### config.mk
export PLATFORM = sky130hd
export DESIGN_NAME = ofdm_rx_sequencer
export DESIGN_NICKNAME = d
export VERILOG_FILES = /design/src/rtl/ofdm_rx_sequencer.sv
export SDC_FILE = /design/constraint.sdc
export NUM_CORES = 1
export LEC_CHECK = 0
export BUFFER_PORTS_ARGS = -buffer_cell sky130_fd_sc_hd__buf_2
export CORE_MARGIN = 2
export CORE_UTILIZATION = 32
export CTS_CLUSTER_SIZE = 16
export DETAILED_ROUTE_END_ITERATION = 12
export PLACE_DENSITY_LB_ADDON = 0.25
export SYNTH_ARGS = -nofsm -noshare
export SYNTH_HDL_FRONTEND = slang
export SYNTH_SLANG_ARGS = --single-unit
### constraint.sdc
create_clock -name clk -period 1.81 [get_ports clk]
set_clock_uncertainty 0.15 [all_clocks]
set_input_delay 0.4525 -clock clk [delete_from_list [all_inputs] [get_ports clk]]
set_output_delay 0.4525 -clock clk [all_outputs]
set_load 0.05 [all_outputs]
### src/rtl/ofdm_rx_sequencer.sv
// ofdm_rx_sequencer
// Receive controller for one OFDM frame. It runs fft1024 on BSRAM fft0 and
// then runs the ofdm demodulator on the FFT result. The block owns the single
// fft0 port, muxes the two masters onto it, and reports the demodulator's
// outcome to the host through a start/done handshake.
//
// Optional feature: define SEQ_TIMEOUT_EN to add a per-wait-phase watchdog
// (TIMEOUT_CYCLES, TO_W). Without it, timeout is tied low and the wait
// states block until the expected finish arrives.
//
// Ports
//   clk, rst_n                       clock, async active-low reset
//   start / busy / done              host handshake
//   success / timeout / res          frame outcome, held until next start
//   fft_start / fft_finish           fft1024 control
//   ofdm_start / ofdm_finish         ofdm control
//   ofdm_success / ofdm_res          ofdm outcome, valid with ofdm_finish
//   fft_oce/ce/wre/ad/din            fft1024 master port
//   ofdm_oce/ce/ad                   ofdm master port (read only)
//   ram_oce/ce/wre/ad/din            physical BSRAM fft0 port
//   sel                              port owner, 1 = fft1024, 0 = ofdm
//
// state      | meaning
// -----------+------------------------------------------------
// IDLE       | waiting for start from the host
// FFT_GO     | fft_start pulse, port owned by fft1024
// FFT_WAIT   | waiting for fft_finish
// HANDOVER   | guard cycle, port already switched to ofdm
// OFDM_GO    | ofdm_start pulse
// OFDM_WAIT  | waiting for ofdm_finish, then report done
module ofdm_rx_sequencer #(
    parameter int ADDR_W         = 11,
    parameter int DATA_W         = 32,
    parameter int TIMEOUT_CYCLES = 1048575,
    parameter int TO_W           = 20
) (
    input  logic              clk,
    input  logic              rst_n,
    input  logic              start,
    output logic              busy,
    output logic              done,
    output logic              success,
    output logic              timeout,
    output logic [95:0]       res,
    output logic              fft_start,
    input  logic              fft_finish,
    output logic              ofdm_start,
    input  logic              ofdm_finish,
    input  logic              ofdm_success,
    input  logic [95:0]       ofdm_res,
    input  logic              fft_oce,
    input  logic              fft_ce,
    input  logic              fft_wre,
    input  logic [ADDR_W-1:0] fft_ad,
    input  logic [DATA_W-1:0] fft_din,
    input  logic              ofdm_oce,
    input  logic              ofdm_ce,
    input  logic [ADDR_W-1:0] ofdm_ad,
    output logic              ram_oce,
    output logic              ram_ce,
    output logic              ram_wre,
    output logic [ADDR_W-1:0] ram_ad,
    output logic [DATA_W-1:0] ram_din,
    output logic              sel
);

    if ((TIMEOUT_CYCLES < 1) || (TIMEOUT_CYCLES >= (2 ** TO_W))) begin : g_param_check
        $error("ofdm_rx_sequencer: TIMEOUT_CYCLES must be in 1 .. 2**TO_W-1");
    end

    typedef enum logic [2:0] {
        S_IDLE      = 3'd0,
        S_FFT_GO    = 3'd1,
        S_FFT_WAIT  = 3'd2,
        S_HANDOVER  = 3'd3,
        S_OFDM_GO   = 3'd4,
        S_OFDM_WAIT = 3'd5
    } state_t;

    state_t      state_q;
    logic        busy_q;
    logic        done_q;
    logic        success_q;
    logic        fft_start_q;
    logic        ofdm_start_q;
    logic        sel_q;
    logic [95:0] res_q;

`ifdef SEQ_TIMEOUT_EN
    localparam logic [TO_W-1:0] TO_LAST = TO_W'(TIMEOUT_CYCLES - 1);
    logic            timeout_q;
    logic [TO_W-1:0] cnt_q;
`endif

    always_ff @(posedge clk or negedge rst_n) begin
        if (!rst_n) begin
            state_q      <= S_IDLE;
            busy_q       <= 1'b0;
            done_q       <= 1'b0;
            success_q    <= 1'b0;
            fft_start_q  <= 1'b0;
            ofdm_start_q <= 1'b0;
            sel_q        <= 1'b1;
            res_q        <= '0;
`ifdef SEQ_TIMEOUT_EN
            timeout_q    <= 1'b0;
            cnt_q        <= '0;
`endif
        end else begin
            done_q       <= 1'b0;
            fft_start_q  <= 1'b0;
            ofdm_start_q <= 1'b0;
            case (state_q)
                S_IDLE: begin
                    // done_q high means we are in the completion cycle; a start
                    // seen here belongs to the old frame and must be re-issued.
                    if (start && !done_q) begin
                        state_q     <= S_FFT_GO;
                        busy_q      <= 1'b1;
                        success_q   <= 1'b0;
                        fft_start_q <= 1'b1;
                        sel_q       <= 1'b1;
`ifdef SEQ_TIMEOUT_EN
                        timeout_q   <= 1'b0;
`endif
                    end
                end
                S_FFT_GO: begin
                    state_q <= S_FFT_WAIT;
`ifdef SEQ_TIMEOUT_EN
                    cnt_q   <= '0;
`endif
                end
                S_FFT_WAIT: begin
                    if (fft_finish) begin
                        sel_q   <= 1'b0;
                        state_q <= S_HANDOVER;
                    end
`ifdef SEQ_TIMEOUT_EN
                    else if (cnt_q == TO_LAST) begin
                        done_q    <= 1'b1;
                        busy_q    <= 1'b0;
                        success_q <= 1'b0;
                        timeout_q <= 1'b1;
                        sel_q     <= 1'b1;
                        state_q   <= S_IDLE;
                    end else begin
                        cnt_q <= cnt_q + 1'b1;
                    end
`endif
                end
                S_HANDOVER: begin
                    state_q      <= S_OFDM_GO;
                    ofdm_start_q <= 1'b1;
                end
                S_OFDM_GO: begin
                    state_q <= S_OFDM_WAIT;
`ifdef SEQ_TIMEOUT_EN
                    cnt_q   <= '0;
`endif
                end
                S_OFDM_WAIT: begin
                    if (ofdm_finish) begin
                        success_q <= ofdm_success;
                        if (ofdm_success) begin
                            res_q <= ofdm_res;
                        end
                        done_q  <= 1'b1;
                        busy_q  <= 1'b0;
                        sel_q   <= 1'b1;
                        state_q <= S_IDLE;
                    end
`ifdef SEQ_TIMEOUT_EN
                    else if (cnt_q == TO_LAST) begin
                        done_q    <= 1'b1;
                        busy_q    <= 1'b0;
                        success_q <= 1'b0;
                        timeout_q <= 1'b1;
                        sel_q     <= 1'b1;
                        state_q   <= S_IDLE;
                    end else begin
                        cnt_q <= cnt_q + 1'b1;
                    end
`endif
                end
                default: begin
                    state_q <= S_IDLE;
                    busy_q  <= 1'b0;
                    sel_q   <= 1'b1;
                end
            endcase
        end
    end

    assign busy       = busy_q;
    assign done       = done_q;
    assign success    = success_q;
    assign res        = res_q;
    assign fft_start  = fft_start_q;
    assign ofdm_start = ofdm_start_q;
    assign sel        = sel_q;

`ifdef SEQ_TIMEOUT_EN
    assign timeout = timeout_q;
`else
    assign timeout = 1'b0;
`endif

    // The ofdm master is read only, so its write enable and data are forced low.
    assign ram_oce = sel_q ? fft_oce : ofdm_oce;
    assign ram_ce  = sel_q ? fft_ce  : ofdm_ce;
    assign ram_wre = sel_q ? fft_wre : 1'b0;
    assign ram_ad  = sel_q ? fft_ad  : ofdm_ad;
    assign ram_din = sel_q ? fft_din : '0;

endmodule

==> reports/results.ini, run 1 <==
[run_status]
status = complete, but fails checks
violations = negative setup slack

[placed_design]
placed_area_um2 = 6579
gp_congestion = 0.7734
place_ws_ns = -0.1251
hpwl_um = 10310
io_buffers = 308

[clock_network]
cts_tree = yes
cts_max_level = 3
cts_buffer_depth = 2
clock_latency_ns = 0.34
cts_sinks = 105
cts_made_buffers = 9
clk_pin_slew_ns = 0.07
cts_root_buffer = clkbuf_16

[pwr]
p_per_area_nw_per_um2 = 1815
total_power_mw = 13.31
vdd_drop_max_mv = 0.8886
leakage_nw = 4.185

[timing]
rsz0062_at_grt = yes
period_share_pct = 122.0
setup_viol = 47
fmax_mhz = 452.7
hold_viol = 0
fin_tns_setup_ns = -15.45
setup_ws_ns = -0.3988
drv_slew = 0
period_minus_slack_ns = 2.209

[layout]
num-nets-final = 781
drive_above_1_share_pct = 78.40
area_delta_synth_final_pct = 62.62
fin_area_um2 = 7337
fillCellCount = 1164
diodes = 0

[detailed_routing]
wl_um = 13540
routedWlPerCell_um = 16.82
drcViolationCount = 0
first_pass_iters = 4
first_iter_violations = 111
ant_nets = 0
viasPerCell = 4.502
num_vias = 3624

[synth]
yosys_warnings = 0
syn_avg_cell_area_um2 = 15.29
netlist_instances = 295
yosysTopAreaCellShare_pct = 57.68
synth_area_um2 = 4512
yosysTopAreaCell = dfrtp_1
ys_seq_area_share_pct = 58.26
synth_nets = 456
yosys-top-cells-area = dfrtp_1 (58%), mux2_2 (17%), mux2_4 (13%), and2_1 (4.6%), buf_6 (1.5%)
synth.distinct_cells = 28
synth-seq-cells = 105

[worst_setup_path]
timing.rr.start = state_q[2]$_DFFE_PN0P_
crit_fanout = 11
start_kind = register
ff2ff_setup_slack_ns = 0.12
reg2regPathDepth = 4
critPathCaptureType = output port
path_class = reg2out
arrival_ns = 1.61
required_ns = 1.21
rr_endpoint = res[14]$_DFFE_PN0P_

[hold_path]
hold_end = res[29]$_DFFE_PN0P_
hold_start = ofdm_res[29]
whs_path_depth = 2
hp-class = in2reg

[floorplanning]
placement_rows = 43
io_pins = 310
initial_utilization_pct = 32.63
die-area_um2 = 15070
die_w_um = 122.7
die_y_um = 122.7
core_area_um2 = 13830

[grt]
grt_pass1_wl_um = 19290
grt.total_usage_pct = 17.18
grt_max_degree = 31
grt_antenna_before_repair = 0
overflow = 0
grt_pass1_vias = 3751

[job]
drv_cap = 0

## per-stage QoR
stage | cells | utilization, % | hold WS [ns]
after floorplan | 295 | - | 0.006909
after global placement | 783 | 47.58 | 0.2706
after detailed placement | 783 | 47.58 | 0.2737
after CTS | 803 | 52.91 | 0.1707
after global routing | 805 | 53.06 | 0.1653
final | 805 | 53.06 | 0.1849
## placed cells by master (no fill, tap or decap), types with 2 or more instances in the layout
master      count
buf_8          31
o21ai_0         2
buf_2         260
clkinvlp_4      2
inv_1           3
mux2_4         53
and2_2          4
clkbuf_1        2
buf_6          17
nor2_1          2
and2_4         29
clkbuf_16       9
buf_12         13
nand2_1         2
buf_4          11
mux2_2         56
a21oi_1         3
nand2b_1        3
a21o_1          2
dfrtp_1       104
## cells in the mapped netlist, drive strengths merged
cell type,count
nand2,3
nor2,2
clkbuf,6
xnor2,1
a21o,2
mux2,109
a21oi,3
buf,13
inv,3
and4b,1
nand2b,3
a221oi,1
a31oi,1
o2bb2ai,1
nand3,1
o22ai,1
dfstp,1
conb,1
nor3b,1
a22o,1
o21ai,2
nor4,1
dfrtp,104
and2,33
## kinds of logic (layout without fill, tap and decap cells)
| family | count (synthesis) | after routing | share of synthesized area, % |
|---|---|---|---|
| DFF | 105 | 105 | 58.26 |
| and+or+nand+nor | 45 | 45 | 6.101 |
| xor gates and xnor gates | 1 | 1 | 0.1942 |
| other | 1 | 1 | 0.08311 |
| buffers and inverters | 22 | 352 | 3.078 |
| muxes | 109 | 109 | 30.53 |
| AOI/OAI and AO/OA | 12 | 12 | 1.747 |
## critical path: stages (launching register included)
cell and delay (ns):
dfstp_4 0.66, buf_12 0.15, mux2_4 0.31, buf_6 0.15
## registers in the layout, indices dropped and copies added, names as in the netlist
register and cells:
res 96, state_q 3, busy 1, done 1, fft_start 1, ofdm_start 1, sel 1, success 1
## worst max path at each step
stage | end | slack [ns] | from | depth (start not counted)
global placement | ram_oce | -0.10 | sel$_DFFE_PN1P_ | 3
detailed placement | ram_oce | -0.13 | sel$_DFFE_PN1P_ | 3
CTS | ram_oce | -0.42 | sel$_DFFE_PN1P_ | 3
floorplan | ram_ad[5] | -0.08 | sel$_DFFE_PN1P_ | 2
global route | ram_ad[3] | -0.44 | sel$_DFFE_PN1P_ | 3
finish | ram_oce | -0.40 | sel$_DFFE_PN1P_ | 3
## final cells by class
class	instances	area, µm²	area share, %
Multi-Input combinational cell	168	1876	25.56
Clock inverter	4	35.03	0.4775
Sequential cell	105	2633	35.88
Clock buffer	12	246.5	3.359
Timing Repair Buffer	333	2311	31.50
Tap cell	180	225.2	3.070
Inverter	3	11.26	0.1535
## timing repair
item                                    CTS  global route
gates resized for setup                 125             9
gates cloned                              1             0
endpoints found under the setup margin   47            47
buffers inserted                          2             3
hold buffers                              1             0
hold endpoints to repair                 26             0
## report_power, final
| part | internal [mW] | switching, mW |
|---|---|---|
| logic | 2.82 | 5.08 |
| clock network | 0.987 | 0.849 |
| registers | 3.15 | 0.428 |
| total | 6.96 | 6.35 |
## per-layer routing
| layer | vias to the layer above | track usage [%] | wire length [µm] |
|---|---|---|---|
| met4 | 0 | 6.322 | 278 |
| met3 | 18 | 5.483 | 1159 |
| li1 | 1665 | - | - |
| met2 | 188 | 32.73 | 7375 |
| met5 | - | 0 | 0 |
| met1 | 1753 | 17.24 | 4725 |
Note: power is estimated with default switching activity, not from simulation.
==> run 2: changes to the inputs <==
CORE_ASPECT_RATIO = 1.2   (was unset)
==> reports/results.ini, run 2 (synthesized netlist as in run 1, its figures left out) <==
[run_status]
status = complete, but fails checks
violations = negative setup slack

[layout]
fillCellCount = 1217
area_delta_synth_final_pct = 62.73
final_core_util_pct = 53.36
final_cell_mix = buf_2 (260), dfrtp_1 (104), mux2_2 (56)
layout.cells.non_filler = 800
layout_commonest_cell = buf_2
fin_area_um2 = 7342
drive_above_1_share_pct = 78.79
num-nets-final = 784
seqCellArea_um2 = 2633
largest_reg_flops = 96
multi_input_area_um2 = 1869

[pwr]
switching_share_pct = 47.76
pwr-share-comb_pct = 59.5
p_switching_mw = 6.435
internal-power_mw = 7.040
total_power_mw = 13.47
seq_power_share_pct = 26.6
vdd_drop_max_mv = 1.024
clockPowerShare_pct = 13.9
p_per_area_nw_per_um2 = 1835
leakage_nw = 4.193

[placed_design]
hpwl_um = 10720
dp_cells = 772
gp_congestion = 0.8118
io_buffers = 308
placed_area_um2 = 6485

[timing]
fmax_mhz = 447.0
period_minus_slack_ns = 2.237
whs_ns = 0.1762
hold_viol = 0
rsz0062_at_grt = yes
period_share_pct = 123.6
setup_ws_ns = -0.4269
setup_viol = 47
drv_slew = 0

[job]
drv_cap = 0

[grt]
overflow = 0
grt_pass1_vias = 3783
grt_antenna_before_repair = 2
grt_max_degree = 48
grt_pass1_wl_um = 21000
grt.total_usage_pct = 18.21

[floorplanning]
core_area_um2 = 13760
io_pins = 310
placement_rows = 47
die-area_um2 = 15070
die_y_um = 134.1
initial_utilization_pct = 32.79
die_w_um = 112.4

[detailed_routing]
first_iter_violations = 93
viasPerCell = 4.526
num_vias = 3621
first_pass_iters = 4
routedWlPerCell_um = 17.38
ant_nets = 0
drcViolationCount = 0
wl_um = 13910

[clock_network]
clock_latency_ns = 0.34
cts_max_level = 3
cts_tree = yes
cts_sinks = 105
clk_pin_slew_ns = 0.08
cts_root_buffer = clkbuf_16
cts_made_buffers = 9
cts_buffer_depth = 2

[worst_setup_path]
crit_fanout = 7
required_ns = 1.21
path_class = reg2out
arrival_ns = 1.63
critPathCaptureType = output port
start_kind = register

[hold_path]
hp-class = in2reg

[run 2: changes by cell type in the layout (fill, tap and decap cells not counted), moves of 2 or more]
cell / previous run / this run
diode_2: 0 / 2
clkbuf_1: 2 / 0
buf_12: 13 / 8
and2_2: 4 / 9
buf_6: 17 / 23
and2_4: 29 / 24
[run 2: worst paths after layout]
| check | start | to | slack (ns) | cells past startpoint |
|---|---|---|---|---|
| min in group asynchronous | rst_n | res[38]$_DFFE_PN0P_ | 0.33 | 2 |
| min | ofdm_res[33] | res[33]$_DFFE_PN0P_ | 0.18 | 2 |
| max reg2reg | state_q[2]$_DFFE_PN0P_ | res[77]$_DFFE_PN0P_ | 0.18 | 4 |
| max in group asynchronous | rst_n | res[30]$_DFFE_PN0P_ | 0.65 | 3 |
| max | sel$_DFFE_PN1P_ | ram_ad[10] | -0.43 | 3 |
| min reg2reg | res[80]$_DFFE_PN0P_ | res[80]$_DFFE_PN0P_ | 0.35 | 1 |
[run 2: power by group through the flow]
| stage | Sequential [mW] | Combinational, mW | Clock [mW] |
|---|---|---|---|
| 2_1_floorplan | 6.27 | 2.80 | 0 |
| 3_3_place_gp | 3.57 | 7.10 | 0 |
| 3_5_place_dp | 3.59 | 7.17 | 0 |
| 4_1_cts | 3.59 | 8.00 | 1.94 |
| 5_1_grt | 3.69 | 8.32 | 2.05 |
| 6_report | 3.58 | 8.02 | 1.87 |
[run 2: what timing repair did]
item / 4_1_cts / 5_1_grt
buffers inserted: 5 / 4
endpoints found under the setup margin: 47 / 47
hold buffers: 1 / 0
gates cloned: 2 / 0
resized for setup: 130 / 10
hold endpoints to repair: 7 / 0
pin swaps: 8 / 2
[run 2: per-layer routing]
layer | global-route usage, % | up-vias | share of wire (%)
li1 | - | 1667 | -
met1 | 19.48 | 1734 | 35
met2 | 32.50 | 199 | 53
met3 | 7.094 | 21 | 9.9
met4 | 6.707 | 0 | 2.3
met5 | 0 | - | 0
[run 2: worst max-delay path: stages, from the launching register on]
cell and delay, ns:
dfstp_4 0.68, buf_6 0.15, mux2_4 0.31, buf_6 0.16
[run 2: stage by stage]
stage	setup TNS (ns)	setup WS [ns]
5_1_grt	-18.95	-0.4750
3_5_place_dp	-2.479	-0.1052
2_1_floorplan	-2.850	-0.07574
4_1_cts	-17.56	-0.4351
6_report	-16.53	-0.4269
3_3_place_gp	-1.833	-0.09418
[run 2: area by class of cell]
type                    count  share of cell area [%]
diodes                      2                 0.06817
clock buffers              10                   3.255
multi-input cells         168                   25.46
inverters                   3                  0.1534
well taps                 171                   2.914
flip-flops and latches    105                   35.86
repair buffers            336                   31.61
clock inverters             5                  0.6817
==> run 3: changes to the inputs <==
PLACE_DENSITY_LB_ADDON = 0.12   (was 0.25)
clock period = 1.85 ns   (was 1.81 ns; I/O delays follow)
==> reports/results.ini, run 3 (synthesized netlist as in run 1, its figures left out) <==
[detailed_routing]
wl_um = 13380
num_vias = 3586
routedWlPerCell_um = 16.83
first_pass_iters = 4
first_iter_violations = 88
ant_nets = 0
drcViolationCount = 0
viasPerCell = 4.511

[grt]
grt_pass1_wl_um = 20890
grt.total_usage_pct = 17.72
grt_antenna_before_repair = 1
grt_pass1_vias = 3933
overflow = 0
grt_max_degree = 35

[pwr]
vdd_drop_max_mv = 1.004
p_per_area_nw_per_um2 = 1800
leakage_nw = 4.173
total_power_mw = 13.12

[clock_network]
clock_latency_ns = 0.33
cts_buffer_depth = 2
cts_sinks = 105
cts_root_buffer = clkbuf_16
clk_pin_slew_ns = 0.07
cts_max_level = 3
cts_tree = yes
cts_made_buffers = 9

[placed_design]
io_buffers = 308
dp_cells = 773
hpwl_um = 10030
gp_congestion = 0.8371

[timing]
rsz0062_at_grt = yes
period_minus_slack_ns = 2.224
hold_viol = 0
whs_ns = 0.2009
setup_viol = 47
setup_ws_ns = -0.3741
period_share_pct = 120.2
fmax_mhz = 449.6
drv_slew = 0

[worst_setup_path]
crit_fanout = 6
start_kind = register
required_ns = 1.24
critPathCaptureType = output port
arrival_ns = 1.61
path_class = reg2out

[floorplanning]
die_w_um = 112.4
placement_rows = 47
die-area_um2 = 15070
die_y_um = 134.1
core_area_um2 = 13760
io_pins = 310
initial_utilization_pct = 32.79

[layout]
final_core_util_pct = 52.99
area_delta_synth_final_pct = 61.62
drive_above_1_share_pct = 78.33
final_cell_mix = buf_2 (260), dfrtp_1 (104), mux2_2 (56)
num-nets-final = 779
layout.cells.non_filler = 795
largest_reg_flops = 96
layout_commonest_cell = buf_2

[run_status]
violations = negative setup slack
status = complete, but fails checks

[hold_path]
hp-class = in2reg

[job]
drv_cap = 0

[run 3: changes by cell type in the layout (fill, tap and decap cells not counted), sizes merged]
cell    before  now
inv          5    4
bufinv       0    1
diode        2    1
buf        335  330
clkbuf      10   12
clkinv       2    1
[run 3: final cells by class]
cell class | count | area (µm²)
Timing Repair Buffer | 331 | 2256
Fill cell | 1219 | 6469
Antenna cell | 1 | 2.502
Clock buffer | 12 | 246.5
Clock inverter | 4 | 51.30
Tap cell | 171 | 214.0
Inverter | 3 | 11.26
Sequential cell | 105 | 2633
Multi-Input combinational cell | 168 | 1878
[run 3: routing by layer]
layer | wire length, µm | vias to the layer above | part of all wire (%) | track usage (%)
met5 | 0 | - | 0 | 0
met4 | 249 | 0 | 1.9 | 5.352
met3 | 1289 | 15 | 9.6 | 6.507
met2 | 7195 | 184 | 54 | 32.60
met1 | 4644 | 1733 | 35 | 18.86
li1 | - | 1654 | - | -
[run 3: where the power goes]
group,leakage [nW],internal (mW),total (mW),switching [mW]
sequential,1.37,3.08,3.48,0.401
clock,0.143,1.09,1.92,0.831
combinational,2.66,2.76,7.72,4.96
total,4.17,6.93,13.1,6.19
[run 3: metrics by stage]
stage	area (µm²)	TNS, ns	setup slack [ns]
finish	7292	-13.85	-0.3741
global route	7292	-16.44	-0.4195
CTS	7272	-15.48	-0.3843
detailed placement	6492	-1.923	-0.09108
global placement	6492	-1.482	-0.07260
floorplan	4686	-1.650	-0.04574
[run 3: critical path, cell delays in order, from the launching register on]
cell and delay (ns):
dfstp_4 0.67, buf_8 0.14, mux2_4 0.31, buf_6 0.16
[run 3: worst paths after layout]
check                      slack, ns  cells past startpoint                    from                   to
setup reg to reg                0.20                      4  state_q[2]$_DFFE_PN0P_  res[65]$_DFFE_PN0P_
hold reg to reg                 0.35                      1     res[23]$_DFFE_PN0P_  res[23]$_DFFE_PN0P_
max in group asynchronous       0.51                      3                   rst_n  res[14]$_DFFE_PN0P_
setup / recovery               -0.37                      3         sel$_DFFE_PN1P_            ram_ad[5]
min in group asynchronous       0.48                      2                   rst_n  res[67]$_DFFE_PN0P_
hold / removal                  0.20                      2            ofdm_res[60]  res[60]$_DFFE_PN0P_
[run 3: repair_timing]
item                                   in CTS  in global routing
buffers inserted                            3                  1
pin swaps                                   6                  0
hold buffers                                1                  0
gates cloned                                1                  0
gates resized for setup                   127                 14
setup endpoints to repair                  47                 47
endpoints found under the hold margin      28                  0
